### src/rtl/bcd_pkg.sv
// bcd_pkg: shared BCD types, FSM states and digit helpers
package bcd_pkg;
  typedef logic [3:0] bcd_digit_t;
  typedef enum logic [1:0] {IDLE, RUN, DONE} state_t;
  localparam bcd_digit_t BCD_MAX = 4'd9;
  function automatic bcd_digit_t nines_comp(bcd_digit_t d);
    return BCD_MAX - d;
  endfunction
endpackage

### src/rtl/bcd_serial_addsub_if.sv
// bcd_serial_addsub_if: start/busy/done request bus of the serial BCD adder/subtractor
interface bcd_serial_addsub_if #(parameter int DIGITS = 4) ();
  logic start, sub, Cin, busy, done, c, err;
  logic [4*DIGITS-1:0] A, B, S;
  modport master(output start, sub, A, B, Cin, input busy, done, S, c, err);
  modport slave(input start, sub, A, B, Cin, output busy, done, S, c, err);
endinterface

### src/rtl/bcd_digit_adder.sv
// bcd_digit_adder: one-digit BCD add with decimal carry
module bcd_digit_adder
  import bcd_pkg::*;
(
  input  bcd_digit_t a,
  input  bcd_digit_t b,
  input  logic       ci,
  output bcd_digit_t s,
  output logic       co
);
  logic [4:0] t;
  assign t = 5'(a) + 5'(b) + 5'(ci);
  assign co = t > 5'd9;
  assign s = co ? 4'(t - 5'd10) : t[3:0];
endmodule

### src/rtl/bcd_serial_addsub.sv
// bcd_serial_addsub: digit-serial BCD add / ten's-complement subtract, LS digit first
module bcd_serial_addsub
  import bcd_pkg::*;
#(
  parameter int DIGITS = 4
) (
  input logic clk,
  input logic rst,
  bcd_serial_addsub_if.slave bus
);
  localparam int W = 4 * DIGITS;
  localparam int IW = DIGITS > 1 ? $clog2(DIGITS) : 1;
  state_t state;
  logic [W-1:0] a_sr, b_sr, s_sr, b_in, s_shift;
  logic [IW-1:0] idx;
  logic carry, sub_r, bad, co;
  bcd_digit_t sum;
  always_comb begin
    b_in = '0;
    bad = 1'b0;
    for (int i = 0; i < DIGITS; i++) begin
      b_in[4*i+:4] = bus.sub ? nines_comp(bus.B[4*i+:4]) : bus.B[4*i+:4];
      bad = bad | (bus.A[4*i+:4] > BCD_MAX) | (bus.B[4*i+:4] > BCD_MAX);
    end
  end
  bcd_digit_adder u_add (.a(a_sr[3:0]), .b(b_sr[3:0]), .ci(carry), .s(sum), .co(co));
  // new digit enters at the top so digit 0 ends up in S[3:0]
  assign s_shift = W'({sum, s_sr} >> 4);
  always_ff @(posedge clk) begin
    if (rst) begin
      state <= IDLE;
      bus.busy <= 1'b0;
      bus.done <= 1'b0;
      bus.S <= '0;
      bus.c <= 1'b0;
      bus.err <= 1'b0;
      idx <= '0;
      a_sr <= '0;
      b_sr <= '0;
      s_sr <= '0;
      carry <= 1'b0;
      sub_r <= 1'b0;
    end else begin
      case (state)
        IDLE: if (bus.start) begin
          a_sr <= bus.A;
          b_sr <= b_in;
          sub_r <= bus.sub;
          carry <= bus.sub ^ bus.Cin;
          idx <= '0;
          s_sr <= '0;
          bus.S <= '0;
          bus.c <= 1'b0;
          bus.err <= bad;
          bus.busy <= 1'b1;
          state <= bad ? DONE : RUN;
        end
        RUN: begin
          a_sr <= a_sr >> 4;
          b_sr <= b_sr >> 4;
          s_sr <= s_shift;
          carry <= co;
          idx <= idx == IW'(DIGITS - 1) ? '0 : idx + 1'b1;
          if (idx == IW'(DIGITS - 1)) begin
            state <= DONE;
            bus.done <= 1'b1;
            bus.S <= s_shift;
            bus.c <= sub_r ^ co;
          end
        end
        // error path enters with done low, so the pulse lands one edge later
        DONE: begin
          bus.done <= ~bus.done;
          if (bus.done) begin
            state <= IDLE;
            bus.busy <= 1'b0;
          end
        end
        default: state <= IDLE;
      endcase
    end
  end
endmodule
### src/flat_wrapper.sv
// flat-port wrapper written by rule: the top's interface ports become plain ports
module bcd_serial_addsub_flat import bcd_pkg::*;
#(
  parameter int DIGITS = 4
)
  (clk, rst, bus_start, bus_sub, bus_A, bus_B, bus_Cin, bus_busy, bus_done, bus_S, bus_c, bus_err);
  bcd_serial_addsub_if #(.DIGITS(DIGITS)) bus_i ();
  input logic clk;
  input logic rst;
  input wire logic [$bits(bus_i.start)-1:0] bus_start;
  input wire logic [$bits(bus_i.sub)-1:0] bus_sub;
  input wire logic [$bits(bus_i.A)-1:0] bus_A;
  input wire logic [$bits(bus_i.B)-1:0] bus_B;
  input wire logic [$bits(bus_i.Cin)-1:0] bus_Cin;
  output wire logic [$bits(bus_i.busy)-1:0] bus_busy;
  output wire logic [$bits(bus_i.done)-1:0] bus_done;
  output wire logic [$bits(bus_i.S)-1:0] bus_S;
  output wire logic [$bits(bus_i.c)-1:0] bus_c;
  output wire logic [$bits(bus_i.err)-1:0] bus_err;
  assign bus_i.start = bus_start;
  assign bus_i.sub = bus_sub;
  assign bus_i.A = bus_A;
  assign bus_i.B = bus_B;
  assign bus_i.Cin = bus_Cin;
  assign bus_busy = bus_i.busy;
  assign bus_done = bus_i.done;
  assign bus_S = bus_i.S;
  assign bus_c = bus_i.c;
  assign bus_err = bus_i.err;
  bcd_serial_addsub #(.DIGITS(DIGITS)) u_core (.clk(clk), .rst(rst), .bus(bus_i));
endmodule
### config.mk
export PLATFORM = sky130hd
export DESIGN_NAME = bcd_serial_addsub_flat
export DESIGN_NICKNAME = d
export VERILOG_FILES = /design/src/rtl/bcd_pkg.sv /design/src/rtl/bcd_serial_addsub_if.sv /design/src/rtl/bcd_digit_adder.sv /design/src/rtl/bcd_serial_addsub.sv /design/src/flat_wrapper.sv
export SDC_FILE = /design/constraint.sdc
export NUM_CORES = 1
export LEC_CHECK = 0
export BUFFER_PORTS_ARGS = -buffer_cell sky130_fd_sc_hd__buf_2
export CAP_MARGIN = 15
export CORE_MARGIN = 3
export CORE_UTILIZATION = 35
export DETAILED_ROUTE_END_ITERATION = 6
export PLACE_DENSITY_LB_ADDON = 0.25
export SLEW_MARGIN = 0
export SYNTH_ARGS = -nofsm -noshare
export SYNTH_HDL_FRONTEND = slang
export SYNTH_SLANG_ARGS = --single-unit
### constraint.sdc
create_clock -name clk -period 7.1 [get_ports clk]
set_clock_uncertainty 0.15 [all_clocks]
set_input_delay 0 -clock clk [delete_from_list [all_inputs] [get_ports clk]]
set_output_delay 0 -clock clk [all_outputs]
set_load 0.01 [all_outputs]
==> results by group, run 1 <==
Worst setup path
  • Slowest stage delay, CP: 640 ps
  • Register-to-Register Path Depth: 8
  • Crit path max-delay cell type: fa_1
  • Worst R2R Setup Slack: 4100 ps
  • R2r endpoint: u_core.s_sr[14]
  • Critical Path RT: 7240 ps
  • CP Data Arrival Time: 3140 ps
  • Most frequent CP cell: fa_1
  • Crit start category: register
  • CP Capture Type: register
  • Critical Path Fanout Max: 6
  • RR Startpoint: u_core.carry
  • Crit-path cells: fa_1 -> fa_1 -> inv_1 -> ha_1 -> nor2b_1 -> o41ai_4 -> mux2i_1 -> a22o_1
  • Worst setup path class: register to register

Die
  • Core area: 8891 µm²
  • Die Height: 102.5 µm
  • I/O pin count: 57
  • Die extent in x: 102.5 µm
  • Row count: 34
  • Die ar.: 10500 µm²
  • Initial core utilization: 36.63%

STA
  • Worst slew margin: 38.17%
  • TNS Setup: 0 ps
  • Fin. max-slew vios: 0
  • # setup viols final: 0
  • Fmax: 0.3335 GHz
  • Final min period: 2998 ps
  • Slew @ Worst Pin: 927.4 ps
  • Final worst path period share: 42.23%
  • Hold Vio Cnt, Final: 0
  • RSZ-0062 raised after global routing: no
  • Hold slack: 27.99 ps

Placement
  • GP Congestion: 0.7901
  • Dpl hpwl: 5.316 mm
  • DP Area: 3585 µm²
  • Port bufs: 56

Clock network
  • Clk_lat worst skew: 350 ps
  • CTS Hold Buffers Added: 32
  • Max H-tree Level: 3
  • CTS tree: built
  • Total CTS buffers: 9
  • # Post-CTS Setup Buffers: 0
  • Clock sinks: 70
  • CTS resizes: 0
  • Max Buffers Root-to-Sink: 2
  • Worst-path clk slew: 80 ps
  • Clk root buf: clkbuf_8

Drt
  • First-pass DRT Iterations: 4
  • First DRT Iteration DRCs: 145
  • Total wire length: 8.106 mm
  • Routed Antenna Nets: 0
  • Drt wl/cell: 13.86 µm
  • Residual DRC: 0
  • Via-to-Cell Ratio: 5.171
  • Vias: 3025

Final layout
  • Final Core Density: 46.14%
  • Ant diodes: 0
  • Area Overhead vs Synth: 25.97%
  • Most common cell after layout, fill and taps aside: dfxtp_1
  • Filler instances: 885
  • Final Instance Area: 4103 µm²
  • Commonest cells after routing, fill and taps aside: dfxtp_1, nand2_1, buf_2
  • Layout Nets: 520
  • Layout cells sized above 1: 17.82%

Synthesis
  • Flops & latches, synth: 70
  • Cell taking the most area after synthesis: dfxtp_1
  • Register area share after synthesis: 43.03%
  • Synth Instances: 398
  • Post-Syn Nets: 446
  • Asr flop ratio synth: 0%
  • Distinct cell type count after synthesis: 41
  • Number of synthesized flops with an enable pin: 0
  • Synth area leaders: dfxtp_1, nand2_1, a22oi_1
  • Top FF cell, synth: dfxtp_1
  • Syn avg cell area: 8.183 µm²
  • Ys Warns: 0
  • Post-synth top area share: 43.03%
  • Synth Cell Area: 3257 µm²

Min path
  • Min-delay src: bus_B[2]
  • WHS Endpoint: u_core.b_sr[2]
  • Hold Path Stages: 5
  • Tightest Hold Check Type: input pin to register

GRT
  • GRT Total Usage: 16.60%
  • First-pass GRT wire length: 13.76 mm
  • Grt total ovfl: 0
  • Vias in the first global route: 2923
  • Largest net degree at the start of global routing: 72
  • Initial antenna violation count: 0

Outcome
  • Status: finished, final reports clean

Run
  • Max Cap Violations: 0

Pwr
  • Final Power: 890.9 µW
  • Pwr Density: 217.2 nW/µm²
  • Pleak: 1.687 nW
  • Worst IR drop on VDD: 0.1131 mV
==> cell usage after synthesis, types with 3 or more instances <==
| cell | count |
|---|---|
| nor2b_1 | 3 |
| o31ai_1 | 3 |
| a311oi_1 | 15 |
| nor3_1 | 4 |
| dfxtp_1 | 70 |
| a21oi_1 | 34 |
| nor2_1 | 48 |
| buf_2 | 6 |
| clkbuf_1 | 20 |
| nand2_1 | 67 |
| xnor2_1 | 5 |
| inv_1 | 12 |
| a211oi_1 | 3 |
| o21ai_0 | 13 |
| nand2b_1 | 4 |
| ha_1 | 9 |
| a31oi_1 | 3 |
| a22o_1 | 3 |
| nand3_1 | 16 |
| xor2_1 | 6 |
| a22oi_1 | 26 |
==> worst max path at each step <==
stage,from,to,slack [ps],depth (start not counted)
finish,u_core.carry,u_core.s_sr[14],4100,8
global route,u_core.carry,u_core.bus.S[15],3830,9
CTS,u_core.carry,u_core.bus.S[15],4080,9
detailed placement,u_core.carry,u_core.bus.S[15],4080,9
global placement,u_core.carry,u_core.s_sr[15],4160,9
floorplan,u_core.carry,u_core.bus.S[14],4300,8
==> cell type report <==
type	count	area, µm²	share of cell area (%)
timing repair buffer	93	638.1	15.55
clock buffer	9	123.9	3.019
multi-input combinational	286	1685	41.08
tap	108	135.1	3.294
sequential	70	1401	34.16
clock inverter	7	73.82	1.799
inverter	12	45.04	1.098
==> cells by family after synthesis <==
group,synth area share (%)
flops,43.03
buf+inv,5.301
simple gates,19.98
mux,0.6147
xor+xnor,2.958
compound gates,23.44
fa+ha+maj,4.687
==> sequential cells by signal, summed over array words and instances (netlist names), 2 cells and up <==
signal,cells
u_core.a_sr,16
u_core.b_sr,16
u_core.bus.S,16
u_core.idx,2
u_core.s_sr,12
u_core.state,2
==> critical path: cells and delay by family (launching register included) <==
kind	cells	cell delay [ps]
adders and majority gates	3	1330
muxes	1	290
AOI/OAI and AO/OA	2	540
and+or+nand+nor	1	170
buffers and inverters	1	120
DFF	1	330
==> metrics by stage <==
stage	worst slack, ps	std cells
2_1_floorplan	4305	398
3_3_place_gp	4156	537
3_5_place_dp	4076	537
4_1_cts	4080	585
5_1_grt	3830	585
6_report	4102	585
==> layer usage <==
| metal | part of all wire, % | up-vias | track usage [%] |
|---|---|---|---|
| met3 | 4.0 | 9 | 3.754 |
| met4 | 1.1 | 0 | 4.541 |
| met1 | 48 | 1406 | 22.29 |
| li1 | - | 1542 | - |
| met5 | 0 | - | 0 |
| met2 | 47 | 68 | 26.86 |
==> power by group <==
group | switching [mW] | internal [mW] | total (mW) | leakage (nW)
Clock | 0.157 | 0.163 | 0.320 | 0.0879
Sequential | 0.0126 | 0.410 | 0.423 | 0.571
Combinational | 0.0822 | 0.0658 | 0.148 | 1.03
Total | 0.252 | 0.639 | 0.891 | 1.69
Power figures use the tool's default switching activity.
==> run 2: changes to the inputs <==
==> constraint.sdc (replaced) <==
create_clock -name clk -period 2.41 [get_ports clk]
set_clock_uncertainty 0.15 [all_clocks]
set_input_delay 0 -clock clk [delete_from_list [all_inputs] [get_ports clk]]
set_output_delay 0 -clock clk [all_outputs]
set_load 0.01 [all_outputs]
==> run 2 against run 1 <==
Combinational power rose to 3.9 times the previous value; critical path depth increased by 2; clock-buffer cell count grew 1; power grew to 3.3 times the previous value; non-clock buffer count increased by 18; wire length grew 4.5%; largest cell class unchanged; utilization rose by 3.1 points; maximum frequency up 15%; the flow now finishes with violations (setup timing); first-iteration DRC count grew 26%; clock power grew to 3.4 times the previous value; worst hold slack worse by 4.2 ps; largest power group unchanged.
==> results by group, run 2 (same netlist as run 1, synthesis figures left out) <==
Outcome
  • Status: finished, violations left
  • Failing checks: setup timing

Min path
  • Tightest Hold Check Type: input pin to register
  • WHS Endpoint: u_core.b_sr[2]
  • Min-delay src: bus_B[2]
  • Hold Path Stages: 5 (unchanged)

STA
  • Slew @ Worst Pin: 501.0 ps (-426.4 ps)
  • Min setup slack post-route: -193.7 ps (-4295 ps)
  • Hold Vio Cnt, Final: 0 (unchanged)
  • Fin. max-slew vios: 0 (unchanged)
  • Fmax: 0.3841 GHz (+15%)
  • Final min period: 2604 ps (-394.7 ps)
  • Worst slew margin: 66.34% (+28 points)
  • # setup viols final: 8 (+8)
  • Final worst path period share: 108.0% (+66 points)
  • RSZ-0062 raised after global routing: yes

Pwr
  • Worst IR drop on VDD: 0.2895 mV (+160%)
  • Final Power: 2.910 mW (+230%)
  • Pleak: 1.815 nW (+7.6%)
  • Pwr Density: 665.2 nW/µm² (+210%)

Run
  • Max Cap Violations: 0 (unchanged)

Final layout
  • Area Overhead vs Synth: 34.31%
  • Ant diodes: 0 (unchanged)
  • Layout Nets: 538 (+3.5%)
  • Most common cell after layout, fill and taps aside: dfxtp_1
  • Layout cells sized above 1: 23.43% (+5.6 points)
  • Top Registers: u_core.a_sr: 16 flops, u_core.b_sr: 16 flops, u_core.bus.S: 16 flops
  • Final Core Density: 49.20% (+3.1 points)
  • Commonest cells after routing, fill and taps aside: dfxtp_1, nand2_1, buf_2

Placement
  • Port bufs: 56 (unchanged)
  • GP Congestion: 0.7615 (-3.6%)
  • Dpl hpwl: 5.688 mm (+7.0%)

Drt
  • Routed Antenna Nets: 0 (unchanged)
  • Drt wl/cell: 14.05 µm (+1.4%)
  • First DRT Iteration DRCs: 182 (+26%)
  • First-pass DRT Iterations: 4 (unchanged)
  • Residual DRC: 0 (unchanged)
  • Vias: 3120 (+3.1%)
  • Via-to-Cell Ratio: 5.174 (about the same)
  • Total wire length: 8.471 mm (+4.5%)

GRT
  • Largest net degree at the start of global routing: 33 (-54%)
  • First-pass GRT wire length: 13.99 mm (+1.7%)
  • GRT Total Usage: 16.78% (+0.19 points)
  • Grt total ovfl: 0 (unchanged)
  • Initial antenna violation count: 0 (unchanged)
  • Vias in the first global route: 2889 (-1.2%)

Die
  • Row count: 34 (unchanged)
  • Initial core utilization: 36.63% (unchanged)
  • Core area: 8891 µm² (unchanged)
  • I/O pin count: 57 (unchanged)
  • Die extent in x: 102.5 µm (unchanged)
  • Die Height: 102.5 µm (unchanged)
  • Die ar.: 10500 µm² (unchanged)

Worst setup path
  • Crit start category: register
  • Critical Path RT: 2470 ps (-4770 ps)
  • RR Startpoint: u_core.a_sr[0]
  • CP Capture Type: register
  • Register-to-Register Path Depth: 10 (+2)
  • Critical Path Fanout Max: 3 (-3)
  • Worst setup path class: register to register
  • CP Data Arrival Time: 2660 ps (-480 ps)
  • Worst R2R Setup Slack: -190 ps (-4300 ps)
  • R2r endpoint: u_core.s_sr[13]

Clock network
  • Worst-path clk slew: 80 ps (about the same)
  • Total CTS buffers: 9 (unchanged)
  • Clk root buf: clkbuf_8
  • Clk_lat worst skew: 340 ps (about the same)
  • Clock sinks: 70 (unchanged)
  • Max H-tree Level: 3 (unchanged)
  • CTS tree: built
  • Max Buffers Root-to-Sink: 2 (unchanged)
[run 2: changes by cell type in the layout (fill, tap and decap cells not counted), moves of 2 or more]
cell	change
buf_4	+14
buf_6	+2
clkinvlp_4	-2
dlygate4sd3_1	+2
fa_1	-2
fa_2	+2
[run 2: cell type report]
type | instances | area [µm²]
fill | 853 | 4517
multi-input combinational | 286 | 1773
sequential | 70 | 1403
timing repair buffer | 111 | 785.8
clock buffer | 10 | 137.6
tap | 108 | 135.1
clock inverter | 6 | 92.59
inverter | 12 | 47.55
[run 2: timing repair]
action                                 CTS  global route
pin swaps                                9             1
hold buffers                            34             0
gates resized for setup                  5             5
setup buffers                            0             2
endpoints found under the hold margin   41             0
setup endpoints to repair                8             9
[run 2: worst max-delay path by stage]
stage / start / end / slack (ps) / depth (start not counted)
after global placement: u_core.a_sr[0] / u_core.bus.S[15] / -150 / 9
after floorplan: u_core.a_sr[0] / u_core.bus.S[15] / -130 / 9
after global routing: u_core.a_sr[0] / u_core.s_sr[13] / -290 / 10
after detailed placement: u_core.a_sr[0] / u_core.bus.S[15] / -220 / 9
final: u_core.a_sr[0] / u_core.s_sr[13] / -190 / 10
after CTS: u_core.a_sr[0] / u_core.s_sr[14] / -200 / 8
[run 2: where the power goes]
group	total, mW	internal [mW]	switching [mW]
combinational	0.580	0.288	0.293
sequential	1.25	1.21	0.0372
clock	1.08	0.616	0.467
total	2.91	2.11	0.797
[run 2: through the flow]
stage	hold slack, ps	setup WS (ps)	TNS [ps]	instances	instance area, µm²
detailed placement	102.8	-219.0	-1202	551	3744
CTS	12.44	-197.3	-1243	601	4339
global route	52.84	-292.4	-1996	603	4374
floorplan	-54.39	-126.2	-456.1	398	3311
finish	23.82	-193.7	-1152	603	4374
global placement	97.98	-150.6	-852.6	551	3744
[run 2: worst max-delay path, cell delays in order, from the launching register on]
cell     delay [ps]
dfxtp_2         340
fa_2            410
fa_2            580
inv_4            50
ha_4            150
nor2b_4         130
a31oi_4         180
nor2_2           70
buf_4           140
a32oi_2         190
a21oi_1          80
[run 2: layer usage]
layer | global-route usage [%] | vias to the layer above | wire (µm)
met1 | 23.40 | 1457 | 4082
met5 | 0 | - | 0
met3 | 3.618 | 15 | 346
met2 | 25.92 | 60 | 3884
met4 | 5.247 | 0 | 157
li1 | - | 1588 | -
